===== src/rtl/ram_pkg.sv =====
// Shared constants and helpers for the parametrised single-port RAM.
// Read and write mode encodings plus depth derivation from the address width.
package ram_pkg;

   localparam int unsigned RD_BYPASS  = 0;
   localparam int unsigned RD_PIPE    = 1;

   localparam int unsigned WR_NORMAL  = 0;
   localparam int unsigned WR_THROUGH = 1;
   localparam int unsigned WR_RBW     = 2;

   function automatic int unsigned ram_depth(input int unsigned addr_w);
      return 32'd1 << addr_w;
   endfunction

endpackage


===== src/rtl/ram_clear_seq.sv =====
// Power-on clear sequencer: walks every address once after reset, holding busy high.
// done_o pulses for one cycle on the cycle busy first reads low after a full sweep.
module ram_clear_seq #(
   parameter int unsigned ADDR_W         = 8,
   parameter int unsigned CLEAR_ON_RESET = 1
) (
   input  logic              clk_i,
   input  logic              rst_ni,
   output logic              busy_o,
   output logic [ADDR_W-1:0] clr_addr_o,
   output logic              done_o
);

   logic              busy_q, busy_d;
   logic [ADDR_W-1:0] cnt_q, cnt_d;
   logic              done_q, done_d;

   always_ff @(posedge clk_i) begin
      if (!rst_ni) begin
         busy_q <= (CLEAR_ON_RESET != 0);
         cnt_q  <= '0;
         done_q <= 1'b0;
      end else begin
         busy_q <= busy_d;
         cnt_q  <= cnt_d;
         done_q <= done_d;
      end
   end

   always_comb begin
      busy_d = busy_q;
      cnt_d  = cnt_q;
      done_d = 1'b0;
      if (busy_q) begin
         cnt_d = cnt_q + 1'b1;
         // Last address written on this edge; busy falls together with it.
         if (cnt_q == {ADDR_W{1'b1}}) begin
            busy_d = 1'b0;
            done_d = 1'b1;
         end
      end
   end

   assign busy_o     = busy_q;
   assign clr_addr_o = cnt_q;
   assign done_o     = done_q;

endmodule


===== src/rtl/ram_sp_param.sv =====
// Parametrised single-port synchronous RAM with optional post-reset clear sweep.
// Array has no reset so synthesis maps it onto block RAM.
module ram_sp_param #(
   parameter int unsigned        DATA_W         = 8,
   parameter int unsigned        ADDR_W         = 8,
   parameter int unsigned        READ_MODE      = 0,
   parameter int unsigned        WRITE_MODE     = 0,
   parameter int unsigned        CLEAR_ON_RESET = 1,
   parameter logic [DATA_W-1:0]  CLEAR_VALUE    = '0
) (
   input  logic              clk,
   input  logic              reset,
   input  logic              ce,
   input  logic              oce,
   input  logic              wre,
   input  logic [ADDR_W-1:0] ad,
   input  logic [DATA_W-1:0] din,
   output logic [DATA_W-1:0] dout,
   output logic              busy
);
   import ram_pkg::*;

   localparam int unsigned DEPTH = ram_depth(ADDR_W);

   logic [DATA_W-1:0] mem [DEPTH];

   logic              clr_done;
   logic [ADDR_W-1:0] clr_addr;

   logic              mem_we;
   logic [ADDR_W-1:0] mem_addr;
   logic [DATA_W-1:0] mem_wdata;
   logic [DATA_W-1:0] mem_rdata;

   logic [DATA_W-1:0] rd_q, rd_d;

   ram_clear_seq #(
      .ADDR_W         (ADDR_W),
      .CLEAR_ON_RESET (CLEAR_ON_RESET)
   ) u_clear_seq (
      .clk_i      (clk),
      .rst_ni     (reset),
      .busy_o     (busy),
      .clr_addr_o (clr_addr),
      .done_o     (clr_done)
   );

   always_comb begin
      if (clr_done) begin
         assert (!busy);
      end
   end

   // Clear sweep owns the write port while busy; user writes only afterwards.
   always_comb begin
      mem_we    = 1'b0;
      mem_addr  = ad;
      mem_wdata = din;
      if (reset) begin
         if (busy) begin
            mem_we    = 1'b1;
            mem_addr  = clr_addr;
            mem_wdata = CLEAR_VALUE;
         end else begin
            mem_we    = ce & wre;
         end
      end
   end

   always_ff @(posedge clk) begin
      if (mem_we) begin
         mem[mem_addr] <= mem_wdata;
      end
   end

   assign mem_rdata = mem[ad];

   always_comb begin
      rd_d = rd_q;
      if (!busy && ce) begin
         if (!wre) begin
            rd_d = mem_rdata;
         end else if (WRITE_MODE == WR_THROUGH) begin
            rd_d = din;
         end else if (WRITE_MODE == WR_RBW) begin
            rd_d = mem_rdata;
         end
      end
   end

   always_ff @(posedge clk) begin
      if (!reset) begin
         rd_q <= '0;
      end else begin
         rd_q <= rd_d;
      end
   end

   if (READ_MODE == RD_PIPE) begin : g_pipe
      logic [DATA_W-1:0] dout_q;

      always_ff @(posedge clk) begin
         if (!reset) begin
            dout_q <= '0;
         end else if (oce && !busy) begin
            dout_q <= rd_q;
         end
      end

      assign dout = dout_q;
   end else begin : g_bypass
      logic unused_oce;
      assign unused_oce = oce;
      assign dout       = rd_q;
   end

endmodule


===== config.mk =====
export PLATFORM = sky130hd
export DESIGN_NAME = ram_sp_param
export DESIGN_NICKNAME = d
export VERILOG_FILES = /design/src/rtl/ram_pkg.sv /design/src/rtl/ram_clear_seq.sv /design/src/rtl/ram_sp_param.sv
export SDC_FILE = /design/constraint.sdc
export NUM_CORES = 2
export LEC_CHECK = 0
export CORE_MARGIN = 1.5
export CORE_UTILIZATION = 30
export DETAILED_ROUTE_END_ITERATION = 6
export PLACE_DENSITY = 0.53
export REMOVE_ABC_BUFFERS = 1
export SKIP_LAST_GASP = 1
export SYNTH_ARGS = -nofsm -noshare
export SYNTH_HDL_FRONTEND = slang
export SYNTH_SLANG_ARGS = --single-unit

===== constraint.sdc =====
create_clock -name clk -period 5.8 [get_ports clk]
set_input_delay 0.58 -clock clk [delete_from_list [all_inputs] [get_ports clk]]
set_output_delay 0.58 -clock clk [all_outputs]
set_load 0.01 [all_outputs]

==> run summary <==
- **outcome** complete, no violations
- **GRT overflow** 0
- **final critical-path share of the clock period** 0.697
- **global routing usage on met2** 0.262
- **total power draw** 31.2 mW
- **iteration-0 DRC count of the detailed router** 4558
- **most frequent cells in the layout** edfxtp_1 (2048), mux4_2 (426), nor2_1 (286)
- **count of TritonRoute iterations in the first routing pass** 6
- **hold buffer count at cts** 0
- **setup bufs post-CTS** 0
- **Setup violations, final** 0
- **number of fill cells in the layout** 25000
- **Reg-to-Reg Start** u_clear_seq.busy_o$_SDFF_PN1_
- **Area growth, synth to finish** 14.7%
- **Hold Crit Endpoint** u_clear_seq.clr_addr_o[5]$_SDFFE_PN0P_
- **Storage cell area** 61800 um^2
- **count of placed standard cells including taps** 7495
- **count of yosys warnings during synthesis** 0
- **final non-filler cell total** 7876
- **wire length of the first global-routing pass** 317000 um
- **source of the worst hold timing path** u_clear_seq.clr_addr_o[5]$_SDFFE_PN0P_
- **input/output buffers** 28
- **Hold Worst Slack** 584 ps
- **startpoint kind of the worst setup timing path** input port
- **critical setup path kind** input port to flop
- **most common cell after layout, fill and taps aside** edfxtp_1
- **area of the core** 268000 um^2
- **clock insertion delay at the later pin of the skew report** 860 ps
- **routing usage on met3** 0.0271
- **Row Count** 190
- **setup slack of the most critical reg-to-reg path** 1800 ps
- **die boundary width** 523 um
- **maximum resistive drop on vdd** 0.000331 V
- **vias in the first global route** 40700
- **Routed Antenna Nets** 0
- **number of synthesized flops with an enable pin** 2048
- **Die Height** 523 um
- **met1 Use GR** 0.228
- **setup TNS** 0 ps
- **TritonCTS sink count** 2065
- **CTS Buf Count** 210
- **Top FF cell, synth** edfxtp_1
- **worst reg2reg endpoint** mem[223][7]$_DFFE_PP_
- **net total in the final layout** 4177
- **final number of max-transition violations** 0
- **maximum clock skew at final layout** 46.3 ps
- **gr busiest metal** met2
- **maximum fanout encountered on the critical timing path** 16
- **Worst setup EP type** flop
- **top-level I/O count** 30
- **netlist area before placement** 81000 um^2
- **worst-case clock buffer depth** 3
- **Clock H-tree levels** 4
- **number of max-capacitance violations reported** 0
- **Clock Pin Slew Worst Setup and Hold Paths** 60 ps
- **Crit path required time** 6240 ps
- **All-Layer GR Usage** 0.163
- **CP Data Arrival Time** 4490 ps
- **unrepaired setup endpoints after global routing** no
- **DIE AREA** 273000 um^2
- **number of hold violations in the final report** 0
- **worst slew pin tran** 1210 ps
- **area of the multi-input gates** 17500 um^2
- **Max Fclk** 0.247 GHz
- **total wire length** 226000 um
- **drt drc** 0
- **drt via density** 5.15
- **Starting Density** 0.302
- **LEAKAGE** 28.9 nW
- **total half-perimeter wirelength after legalization and detailed placement** 142000 um
- **number of antenna violations at the first check in global routing** 13
- **fraction of final layout cells sized beyond drive strength 1** 0.234
- **maximum number of pins on one net before global-route repair** 149
- **WL/cell** 28.7 um
- **weighted congestion reported at the end of routability-driven placement** 0.871
- **library cell used as clock root buffer** clkbuf_16
- **Seq cells post-synth** 2065
- **# resized after CTS** 0
- **sequential area share after synthesis** 0.763
- **total vias in the final route** 40600
- **power density normalized to cell area** 336 nW/um^2
- **Async SR Flop Fraction** 0
- **Worst slew margin** 0.181
- **Min Clock Period, post-route** 4040 ps
- **number of distinct library cells after synthesis** 81
- **post-synthesis cell count** 3912
- **CTS tree** yes
- **final cell utilization of the core** 0.346
- **FF-to-FF path depth** 5
- **average cell area after synthesis** 20.7 um^2
- **Tightest Hold Check Type** flop to flop
- **Hold Crit Depth** 2
[cell usage after synthesis (23+ instances only)]
library cell	count	area, um^2
mux2i_1	206	2060
clkbuf_1	77	289
buf_8	25	375
buf_4	23	173
a21oi_1	42	210
edfxtp_1	2048	61500
o221ai_1	43	377
nand2_1	111	417
o21ai_0	30	150
mux4_2	426	9590
mux2_2	25	282
nand3_1	51	255
buf_6	32	360
nor2_1	287	1080
a22oi_1	30	225
buf_2	60	300
o22ai_1	66	413
[flip-flops by register name (all words and copies together), names as in the netlist]
| signal | cells |
|---|---|
| u_clear_seq.clr_addr_o | 8 |
| mem | 2048 |
| dout | 8 |
| u_clear_seq.busy_o | 1 |
[per-layer routing]
| metal | vias up | wire length [um] |
|---|---|---|
| li1 | 16800 | - |
| met1 | 21900 | 96000 |
| met2 | 1551 | 108000 |
| met3 | 298 | 15800 |
| met4 | 2 | 6090 |
| met5 | - | 12 |
[cells by family after synthesis]
family / count (synthesis) / share of synthesized area
DFF: 2065 / 0.763
AOI/OAI and AO/OA: 362 / 0.0325
muxes: 668 / 0.151
xor gates and xnor gates: 4 / 0.000433
buffers and inverters: 241 / 0.0213
adders and majority gates: 1 / 0.000154
and+or+nand+nor: 571 / 0.0314
[metrics by stage]
step,worst slack (ps),cell area (um^2)
global route,1740,92900
global placement,1130,86200
floorplan,681,79300
detailed placement,1060,86200
CTS,1910,92900
finish,1760,92900
[final cells by class]
class                      instances  area share
multi-input combinational       1606       0.189
sequential                      2065       0.666
timing repair buffer             267      0.0260
inverter                           5    0.000256
antenna                            1   0.0000269
clock inverter                   113      0.0120
tap                             3552      0.0478
clock buffer                     267      0.0597
[report_power, final]
group	leakage (nW)	internal (mW)	switching [mW]
Sequential	18.8	16.4	0.00673
Clock	3.22	7.50	5.71
Combinational	6.87	0.504	1.04
[worst max-delay path: stages]
cell             delay [ps]
clkdlybuf4s50_1         710
and2_1                  530
o31ai_1                 890
nand2_1                 800
nor2_1                  960
[worst max-delay path by stage]
stage,start,end
2_1_floorplan,reset,mem[0][0]$_DFFE_PP_
3_3_place_gp,reset,mem[223][1]$_DFFE_PP_
3_5_place_dp,reset,mem[223][1]$_DFFE_PP_
4_1_cts,u_clear_seq.busy_o$_SDFF_PN1_,mem[223][7]$_DFFE_PP_
5_1_grt,u_clear_seq.busy_o$_SDFF_PN1_,mem[223][7]$_DFFE_PP_
6_report,reset,mem[223][7]$_DFFE_PP_
Note: power is estimated with default switching activity, not from simulation.
